$ cat config.mk
export PLATFORM = sky130hd
export DESIGN_NAME = seq_detector_param
export DESIGN_NICKNAME = d
export VERILOG_FILES = /design/src/rtl/seq_det_pkg.sv /design/src/rtl/seq_det_sat_counter.sv /design/src/rtl/seq_detector_param.sv
export SDC_FILE = /design/constraint.sdc
export NUM_CORES = 1
export LEC_CHECK = 0
export ABC_AREA = 1
export CORE_UTILIZATION = 47
export DETAILED_ROUTE_END_ITERATION = 16
export GPL_TIMING_DRIVEN = 0
export PLACE_DENSITY = 0.76
export SETUP_SLACK_MARGIN = 0.2
export SKIP_CTS_REPAIR_TIMING = 1
export SLEW_MARGIN = 10
export SYNTH_ARGS = -nofsm -noshare
export SYNTH_HDL_FRONTEND = slang
export SYNTH_SLANG_ARGS = --single-unit
export TNS_END_PERCENT = 20
$ cat constraint.sdc
create_clock -name clock -period 1.5 [get_ports clock]
set_input_delay 0.225 -clock clock [delete_from_list [all_inputs] [get_ports clock]]
set_output_delay 0.225 -clock clock [all_outputs]
set_load 0.02 [all_outputs]
$ cat src/rtl/seq_det_pkg.sv
// Shared constants and helpers for the parametrised serial pattern detector.
// Defaults match the legacy fixed-pattern detector: 4-bit pattern 1011 and
// an 8-bit match counter.
package seq_det_pkg;

  localparam int         SEQ_DET_PAT_W       = 4;
  localparam logic [3:0] SEQ_DET_DEFAULT_PAT = 4'b1011;
  localparam int         SEQ_DET_CNT_W       = 8;

  // Number of bits needed to encode values 0 .. value-1.
  // The fill counter is sized with clog2(PAT_W+1) so that it can hold PAT_W.
  function automatic int clog2(input int value);
    int r;
    int v;
    r = 0;
    v = value - 1;
    while (v > 0) begin
      r = r + 1;
      v = v >> 1;
    end
    return r;
  endfunction

endpackage

$ cat src/rtl/seq_det_sat_counter.sv
// Saturating up-counter with a synchronous clear.
// clr has priority over inc; once the count reaches all-ones it holds there
// until cleared or reset.
module seq_det_sat_counter #(
  parameter int CNT_W = 8
) (
  input  logic             clock,
  input  logic             reset,
  input  logic             inc,
  input  logic             clr,
  output logic [CNT_W-1:0] count
);

  localparam logic [CNT_W-1:0] CNT_MAX = {CNT_W{1'b1}};

  logic at_max;

  // Saturation flag kept separate so the register process stays trivial.
  always_comb begin
    at_max = (count == CNT_MAX);
  end

  // Count register: clear wins over increment, increment stops at the maximum.
  always_ff @(posedge clock or negedge reset) begin
    if (!reset) begin
      count <= '0;
    end else if (clr) begin
      count <= '0;
    end else if (inc && !at_max) begin
      count <= count + CNT_W'(1);
    end
  end

endmodule

$ cat src/rtl/seq_detector_param.sv
// Parametrised serial pattern detector.
//
// A PAT_W-bit history register shifts in sequence_in on every clock edge
// where in_valid is high. A fill counter tracks how many fresh bits the
// history holds since the last restart (reset, pattern_load, or a
// non-overlapping match); a match needs a full history that equals the
// loaded pattern. detector_out is a registered one-cycle pulse, and
// match_count is a saturating count of matches.
//
// Input qualifier: sequence_in is consumed only on a rising clock edge
// where in_valid=1 and pattern_load=0; there is no back-pressure, so every
// qualified bit is accepted on that edge and never held for a later one.
//
// Optional feature, macro SEQ_DET_MASK_EN: adds a pattern_mask input that is
// latched with pattern_load (reset value all-ones). A 0 bit in the latched
// mask makes that pattern position a don't-care. Without the macro the
// compare is exact and no mask port or mask register exists.
module seq_detector_param
  import seq_det_pkg::*;
#(
  parameter int               PAT_W       = SEQ_DET_PAT_W,
  parameter logic [PAT_W-1:0] DEFAULT_PAT = PAT_W'(SEQ_DET_DEFAULT_PAT),
  parameter int               CNT_W       = SEQ_DET_CNT_W
) (
  input  logic             clock,
  input  logic             reset,
  input  logic             sequence_in,
  input  logic             in_valid,
  input  logic [PAT_W-1:0] pattern,
`ifdef SEQ_DET_MASK_EN
  input  logic [PAT_W-1:0] pattern_mask,
`endif
  input  logic             pattern_load,
  input  logic             overlap_en,
  input  logic             count_clear,
  output logic             detector_out,
  output logic [CNT_W-1:0] match_count
);

  localparam int               FILL_W   = clog2(PAT_W + 1);
  localparam logic [FILL_W-1:0] FILL_FULL = FILL_W'(PAT_W);

  // Detection state.
  logic [PAT_W-1:0]  hist;
  logic [FILL_W-1:0] fill;
  logic [PAT_W-1:0]  pat_reg;
`ifdef SEQ_DET_MASK_EN
  logic [PAT_W-1:0]  mask_reg;
`endif

  // Values the state would take if the current bit were shifted in.
  logic [PAT_W-1:0]  new_hist;
  logic [FILL_W-1:0] new_fill;
  logic              pattern_hit;
  logic              shift_en;
  logic              match;

  // Shifted-in candidate history and saturating fill count.
  always_comb begin
    new_hist = {hist[PAT_W-2:0], sequence_in};
    if (fill == FILL_FULL) begin
      new_fill = fill;
    end else begin
      new_fill = fill + FILL_W'(1);
    end
  end

  // Pattern compare on the candidate history (masked when the feature is built in).
  always_comb begin
`ifdef SEQ_DET_MASK_EN
    pattern_hit = (((new_hist ^ pat_reg) & mask_reg) == '0);
`else
    pattern_hit = (new_hist == pat_reg);
`endif
  end

  // A bit is consumed only when valid and not overridden by a pattern load;
  // a match additionally needs PAT_W fresh bits in the history.
  always_comb begin
    shift_en = in_valid && !pattern_load;
    match    = shift_en && (new_fill == FILL_FULL) && pattern_hit;
  end

  // Pattern (and mask) register: reloaded only by pattern_load.
  always_ff @(posedge clock or negedge reset) begin
    if (!reset) begin
      pat_reg <= DEFAULT_PAT;
`ifdef SEQ_DET_MASK_EN
      mask_reg <= '1;
`endif
    end else if (pattern_load) begin
      pat_reg <= pattern;
`ifdef SEQ_DET_MASK_EN
      mask_reg <= pattern_mask;
`endif
    end
  end

  // History and fill: a load restarts detection, a non-overlapping match
  // empties fill so the next match needs PAT_W fresh bits.
  always_ff @(posedge clock or negedge reset) begin
    if (!reset) begin
      hist <= '0;
      fill <= '0;
    end else if (pattern_load) begin
      hist <= '0;
      fill <= '0;
    end else if (shift_en) begin
      hist <= new_hist;
      if (match && !overlap_en) begin
        fill <= '0;
      end else begin
        fill <= new_fill;
      end
    end
  end

  // Registered one-cycle match pulse; drops whenever no match is taken.
  always_ff @(posedge clock or negedge reset) begin
    if (!reset) begin
      detector_out <= 1'b0;
    end else begin
      detector_out <= match;
    end
  end

  seq_det_sat_counter #(
    .CNT_W (CNT_W)
  ) u_match_counter (
    .clock (clock),
    .reset (reset),
    .inc   (match),
    .clr   (count_clear),
    .count (match_count)
  );

endmodule

Word level (Yosys, flattened, before mapping). Index checks and enable logic that the tools add are counted.

Bits in registers: 19. Bits in latches: 0. Memory bits (writable): 0. Input port bits: 11. Memories: 0. Memory bits (read-only): 0. Output and inout port bits: 9.

Shift-type cells: 0. Add/subtract/negate cells: 2. Equality and inequality tests: 4. Reductions and logical operators: 10. Div/mod/pow operators: 0. Bitwise gates (word level): 0. Multipliers: 0. Mux-type cells: 8. Magnitude comparators: 0.

Operators by type and width (count): 3-bit 2-to-1 mux (6); 8-bit 2-to-1 mux (2); 8-bit by 1-bit adder with 8-bit output, second input constant (1); 8-bit == test, second input constant (1); 3-bit == test, second input constant (2); 1-bit logical AND (5); 4-bit == test (1); 2-bit nonzero test (2); 3-bit by 1-bit adder with 3-bit output, second input constant (1); 1-bit logical NOT (3).

Logic depth before layout (Yosys ltp). Gate-level depths: netlist of run 1.

Word-level depth: 9. Gate-level depth with buffers: 10. Depth with buffers taken out: 10.

Cells and area by module. A second synthesis of run 1 with hierarchy kept.

Cell total of the unflattened synthesis: 147. Area, all modules: 1089.8 µm².

By module, submodules not included: seq_detector_param (times used 1, area an instance 595.6 µm², cells an instance 74); seq_det_sat_counter (times used 1, area an instance 494.2 µm², cells an instance 73).

Worst setup path before layout of run 1. Ideal clock, no wire load.

Path type: reg2reg. Start: register fill[0]. End: register u_match_counter.count[6]. Path slack: 0.074 ns. Buffers on the path: 0. Cell stages (with the launch flop): 11. Arrival time: 1.307 ns. Data required time: 1.381 ns. Library setup time: 0.119 ns. Cells stage by stage: dfrtp_1 > inv_1 > ha_1 > inv_1 > nand2_1 > nand2_2 > nand3_2 > nor2_2 > nand3_4 > nand3_1 > nand2_1.

Longest elaborated chain between the ends: 7. Elaborated cells on any way between the ends: 8.

RTL lines: start, declared (RTL line seq_detector_param.sv:45) `logic [FILL_W-1:0] fill;`; start signal, assigned (RTL line seq_detector_param.sv:113) `fill <= new_fill;`; 3-bit by 1-bit adder with 3-bit output or 3-bit == test (tied branches) (RTL line seq_detector_param.sv:64, seq_detector_param.sv:61); 3-bit 2-to-1 mux * (RTL line seq_detector_param.sv:61) `if (fill == FILL_FULL) begin`; 3-bit == test * (RTL line seq_detector_param.sv:81) `match = shift_en && (new_fill == FILL_FULL) && pattern_hit;`; 1-bit logical AND * (2 in series) (RTL line seq_detector_param.sv:81); 1-bit logical AND * (RTL line seq_det_sat_counter.sv:29) `end else if (inc && !at_max) begin`; 2-bit nonzero test (no line) *; end signal, assigned (RTL line seq_det_sat_counter.sv:30) `count <= count + CNT_W'(1);`; end, declared (RTL line seq_det_sat_counter.sv:11) `output logic [CNT_W-1:0] count`.

Every way passes the cells marked *; elsewhere a longest branch is shown, timed or not. A chain may end at the register's enable or synchronous reset.

Worst setup path in the final report of run 1.
Start: register fill[1]. End: register u_match_counter.count[4].

The elaborated chain is that of the path after synthesis.

==> results of run 1 <==
[power by group through the flow]
stage | sequential (mW) | clock, mW | combinational [mW]
global placement | 0.556 | 0 | 0.146
detailed placement | 0.557 | 0 | 0.153
finish | 0.548 | 0.271 | 0.186
floorplan | 0.555 | 0 | 0.0979
global route | 0.551 | 0.296 | 0.208
CTS | 0.548 | 0.280 | 0.153
[worst max path at each step]
| stage | endpoint | cells after the start |
|---|---|---|
| floorplan | u_match_counter.count[6] | 10 |
| global placement | u_match_counter.count[3] | 9 |
| detailed placement | u_match_counter.count[4] | 10 |
| CTS | match_count[6] | 1 |
| global route | u_match_counter.count[1] | 9 |
| finish | u_match_counter.count[4] | 9 |
[logic make-up (layout without fill, tap and decap cells)]
group	after synthesis	count (layout)	share of synthesized area [%]
and+or+nand+nor	92	93	37.90
AOI/OAI and AO/OA	9	9	4.257
xor gates and xnor gates	5	5	3.635
buffers and inverters	34	58	11.32
DFF	19	19	39.77
adders and majority gates	3	3	3.116
[stage by stage]
| step | hold slack [ps] | TNS [ps] | utilization (%) | worst slack (ps) | std cells |
|---|---|---|---|---|---|
| 4_1_cts | 113.5 | -1836 | 62.60 | -185.2 | 212 |
| 2_1_floorplan | -70.59 | 0 | - | 94.00 | 162 |
| 3_5_place_dp | 442.5 | -1080 | 61.47 | -129.9 | 208 |
| 5_1_grt | 119.3 | -939.5 | 68.05 | -138.3 | 215 |
| 6_report | 115.3 | -195.8 | 68.05 | -41.36 | 215 |
| 3_3_place_gp | 438.5 | -855.5 | 61.47 | -106.7 | 208 |
[area by class of cell]
class	count	area [sq um]	area share, %
timing repair buffer	20	217.7	13.80
clock buffer	4	26.28	1.665
multi-input combinational	110	683.2	43.30
tap	28	35.03	2.220
inverter	32	120.1	7.613
buffer	2	16.27	1.031
sequential	19	479.2	30.37
[routing by layer]
layer  wire [microns]  share of wire, %
met5                0                 0
met4               61               2.3
met3              102               3.9
met2             1262                48
met1             1220                46
[layout by cell type (no fill, tap or decap), types with 2 or more instances in the layout]
master           instances
o21ai_0                  3
nor2_4                   3
dlymetal6s2s_1           9
nor2_1                   7
nand2_1                 45
buf_4                    2
nand3_2                  9
o22ai_1                  5
inv_1                   25
dfrtp_1                 16
dfstp_2                  3
nand3_1                  6
inv_2                    7
clkbuf_4                 3
clkdlybuf4s50_1          9
nand2_2                  5
nor2_2                   5
xnor2_1                  2
xor2_1                   3
nand4_1                  9
nand3_4                  2
==> results.md, run 1 <==
- The relative area change from synthesis to final layout is 30.94%.
- Along the worst path, the maximum fanout reaches 4.
- For this run the aggregate overflow at the end of global routing stands at 0.
- For this design the static power due to leakage is 0.9300 nW.
- At the pin with the least slew margin, the transition time is 882.1 ps.
- The arrival time of data at the critical path endpoint is 1800 ps.
- The portion of the post-synthesis area used by sequential elements is 39.77%.
- Summing over every cut layer, the via total after detailed routing is 1,115.
- The netlist area before placement is 0.001205 sq mm.
- In this run the standard cell core region covers 0.002318 sq mm.
- The floorplan step defined a die boundary enclosing 0.002770 sq mm.
- In the synthesized netlist the dominant register cell turns out to be dfrtp_1.
- The remaining max-slew budget at the tightest pin is 41.01%.
- In the routed design, unresolved DRC markers number 0.
- The starting DRC count in detailed routing is 18.
- For this run, the post-layout net count is 202.
- The part of the power in combinational logic is 18.5%.
- In the global route stage, met1 resource usage came out at 24.09%.
- Setup repair after global routing could not meet its margin everywhere.
- The achievable clock frequency is 0.6488 GHz.
- The worst setup path category is reg2reg.
- The startpoint of the worst register-to-register path is fill[1].
- For this run, the detailed router's first-pass iteration total came to 4.
- The H-tree depth reported by CTS is 1.
- The data required time at the worst endpoint is 1760 ps.
- The portion of the clock cycle consumed by the worst path in the final layout is 102.8%.
- Counting I/O delays and the setup requirement, the final critical path takes 1541 ps.
- The global routing usage on met2 is 37.55%.
- For the final database, setup skew stands at 6.985 ps.
- The depth of the most critical reg-to-reg path is 9.
- In this run, flip-flops and latches consume 54.5% of the power.
- STA classifies the critical path startpoint as a register.
- The cell count of the worst hold path is 2.
- The worst IR drop on VDD is 0.5117 mV.
- Walking the worst path, the cells encountered are buf_4 -> ha_2 -> nand2_2 -> nor2_2 -> nor2_2 -> nand3_2 -> nor2_2 -> nand4_1 -> nand2_1.
- The initial utilization of the core area, before any placement, comes to 51.97%.
- The count of yosys warnings during synthesis is 0.
- The flow ran to the end, but the final reports show violations.
- The total detailed-routing wirelength is 2648 microns.
- The maximum number of pins on one net before global-route repair is 20.
- Overall power consumption after layout is estimated at 1.006 mW.
- In this design, the stage delay of the slowest critical-path cell is 400 ps.
- The net switching component of the power is 0.2883 mW.
- The remaining number of nets flagged by the antenna check after routing is 0.
- Synthesis handed over a netlist of 162 instances.
- The die extent in y is 52.63 microns.
- By count the netlist is led by nand2_1 (49), inv_1 (29), dfrtp_1 (16).
- Broken down by cell family, the worst path's largest delay share belongs to simple AND/OR/NAND/NOR gates.
- The most frequent cell after synthesis is nand2_1.
- The critical path capture point type is a register.
- Clock-pin slew was measured on the worst setup and hold paths at 110 ps.
- Clock tree synthesis selected as its root buffer the cell clkbuf_4.
- The vias per cell is 5.186.
- Across the run, the number of max-cap violations was 0.
- The count of buffers added on input and output ports is 18.
- By area the synthesized netlist is led by dfrtp_1 (33%), nand2_1 (15%), inv_1 (9.0%), dfstp_2 (6.5%), nand3_1 (5.8%).
- The total of flip-flops plus latches after synthesis is 19.
- The number of antenna diodes in the final layout is 0.
- The number of nets handed over by synthesis was 176.
- The I/O pin total is 20.
- The buffering stage count on the worst path with inverters included is 1.
- The part of the power in the clock network is 26.9%.
- The number of pins exceeding their max-slew limit in the final report is 0.
- The instance area after placement is 0.001425 sq mm.
- In this run the mean area of a mapped cell was 7.438 sq um.
- Dividing total power by cell area gives a power density of 637.3 mW/mm^2.
- The cell repeated most along the worst path is nor2_2.
- After floorplanning, the core was divided into 17 placement rows.
- Dividing the detail-routed wire length by the instance count gives 12.32 microns.
- The checks that failed: negative setup slack.
- The later-pin clock latency in the skew report is 310 ps.
- The clock drives 19 sinks.
- The internal portion of the total power is 0.7172 mW.
- The count of endpoints failing hold in the final timing report is 0.
- The initial antenna violation count is 0.
- The total routing resource utilization after global routing is 20.84%.
- In this run the most critical hold path is launched from pattern_load.
- Global routing used 2.899% of the available met3 tracks.
- In the final layout, the share of cells above drive strength 1 is 24.06%.
- From left edge to right edge, the die measures 52.63 microns.
- The setup check on the worst reg-to-reg path leaves a slack of -40 ps.
- The number of flip-flops under the largest register name is 8.
- At the end of routability-driven placement, the weighted congestion stood at 0.8350.
- The first global-routing pass estimated 4250 microns of wire.
- The switching share of power is 28.67%.
- The cell area after layout is 0.001578 sq mm.
- The critical-path cell with the highest stage delay is dfrtp_1.
- In the post-route analysis, the smallest setup slack over all paths is -41.36 ps.
- The number of buffers added by the clock tree synthesis step is 3.
- For this run, asynchronously set or reset flops after synthesis account for 100.0%.
- The top cell type by area accounts for 33.23% of the synthesized area.
- The longest clock path from root to sink contains 2 buffers.
- The synthesized netlist contains 22 unique library cells.
- The TritonCTS clock tree is done.
- The type of the worst min-delay path is in2reg.
- The endpoint of the worst register-to-register path is u_match_counter.count[4].
- The cell taking the most area after synthesis is dfrtp_1.
- The number of filler instances in the final layout is 203.
- The layer flagged by global routing as most heavily used is met2.
- The number of global-route vias before repair was 1,089.
- The worst setup path startpoint is fill[1].
- Counting flops with a built-in enable in the synthesized netlist gives 0.
- The detailed placement HPWL is 1860 microns.
- The final setup violation count is 8.
- The path with the worst hold slack has its endpoint at pat_reg[3].
Note: power is estimated with default switching activity, not from simulation.
==> run 2: changes to the inputs <==
--- a/config.mk
+++ b/config.mk
@@ -9,6 +9,7 @@
 export CORE_UTILIZATION = 47
 export DETAILED_ROUTE_END_ITERATION = 16
 export GPL_TIMING_DRIVEN = 0
+export HOLD_SLACK_MARGIN = 0.08
 export PLACE_DENSITY = 0.76
 export SETUP_SLACK_MARGIN = 0.2
 export SKIP_CTS_REPAIR_TIMING = 1
==> results of run 2 <==
No change in the layout: final DEF, timing and power equal those of run 1.
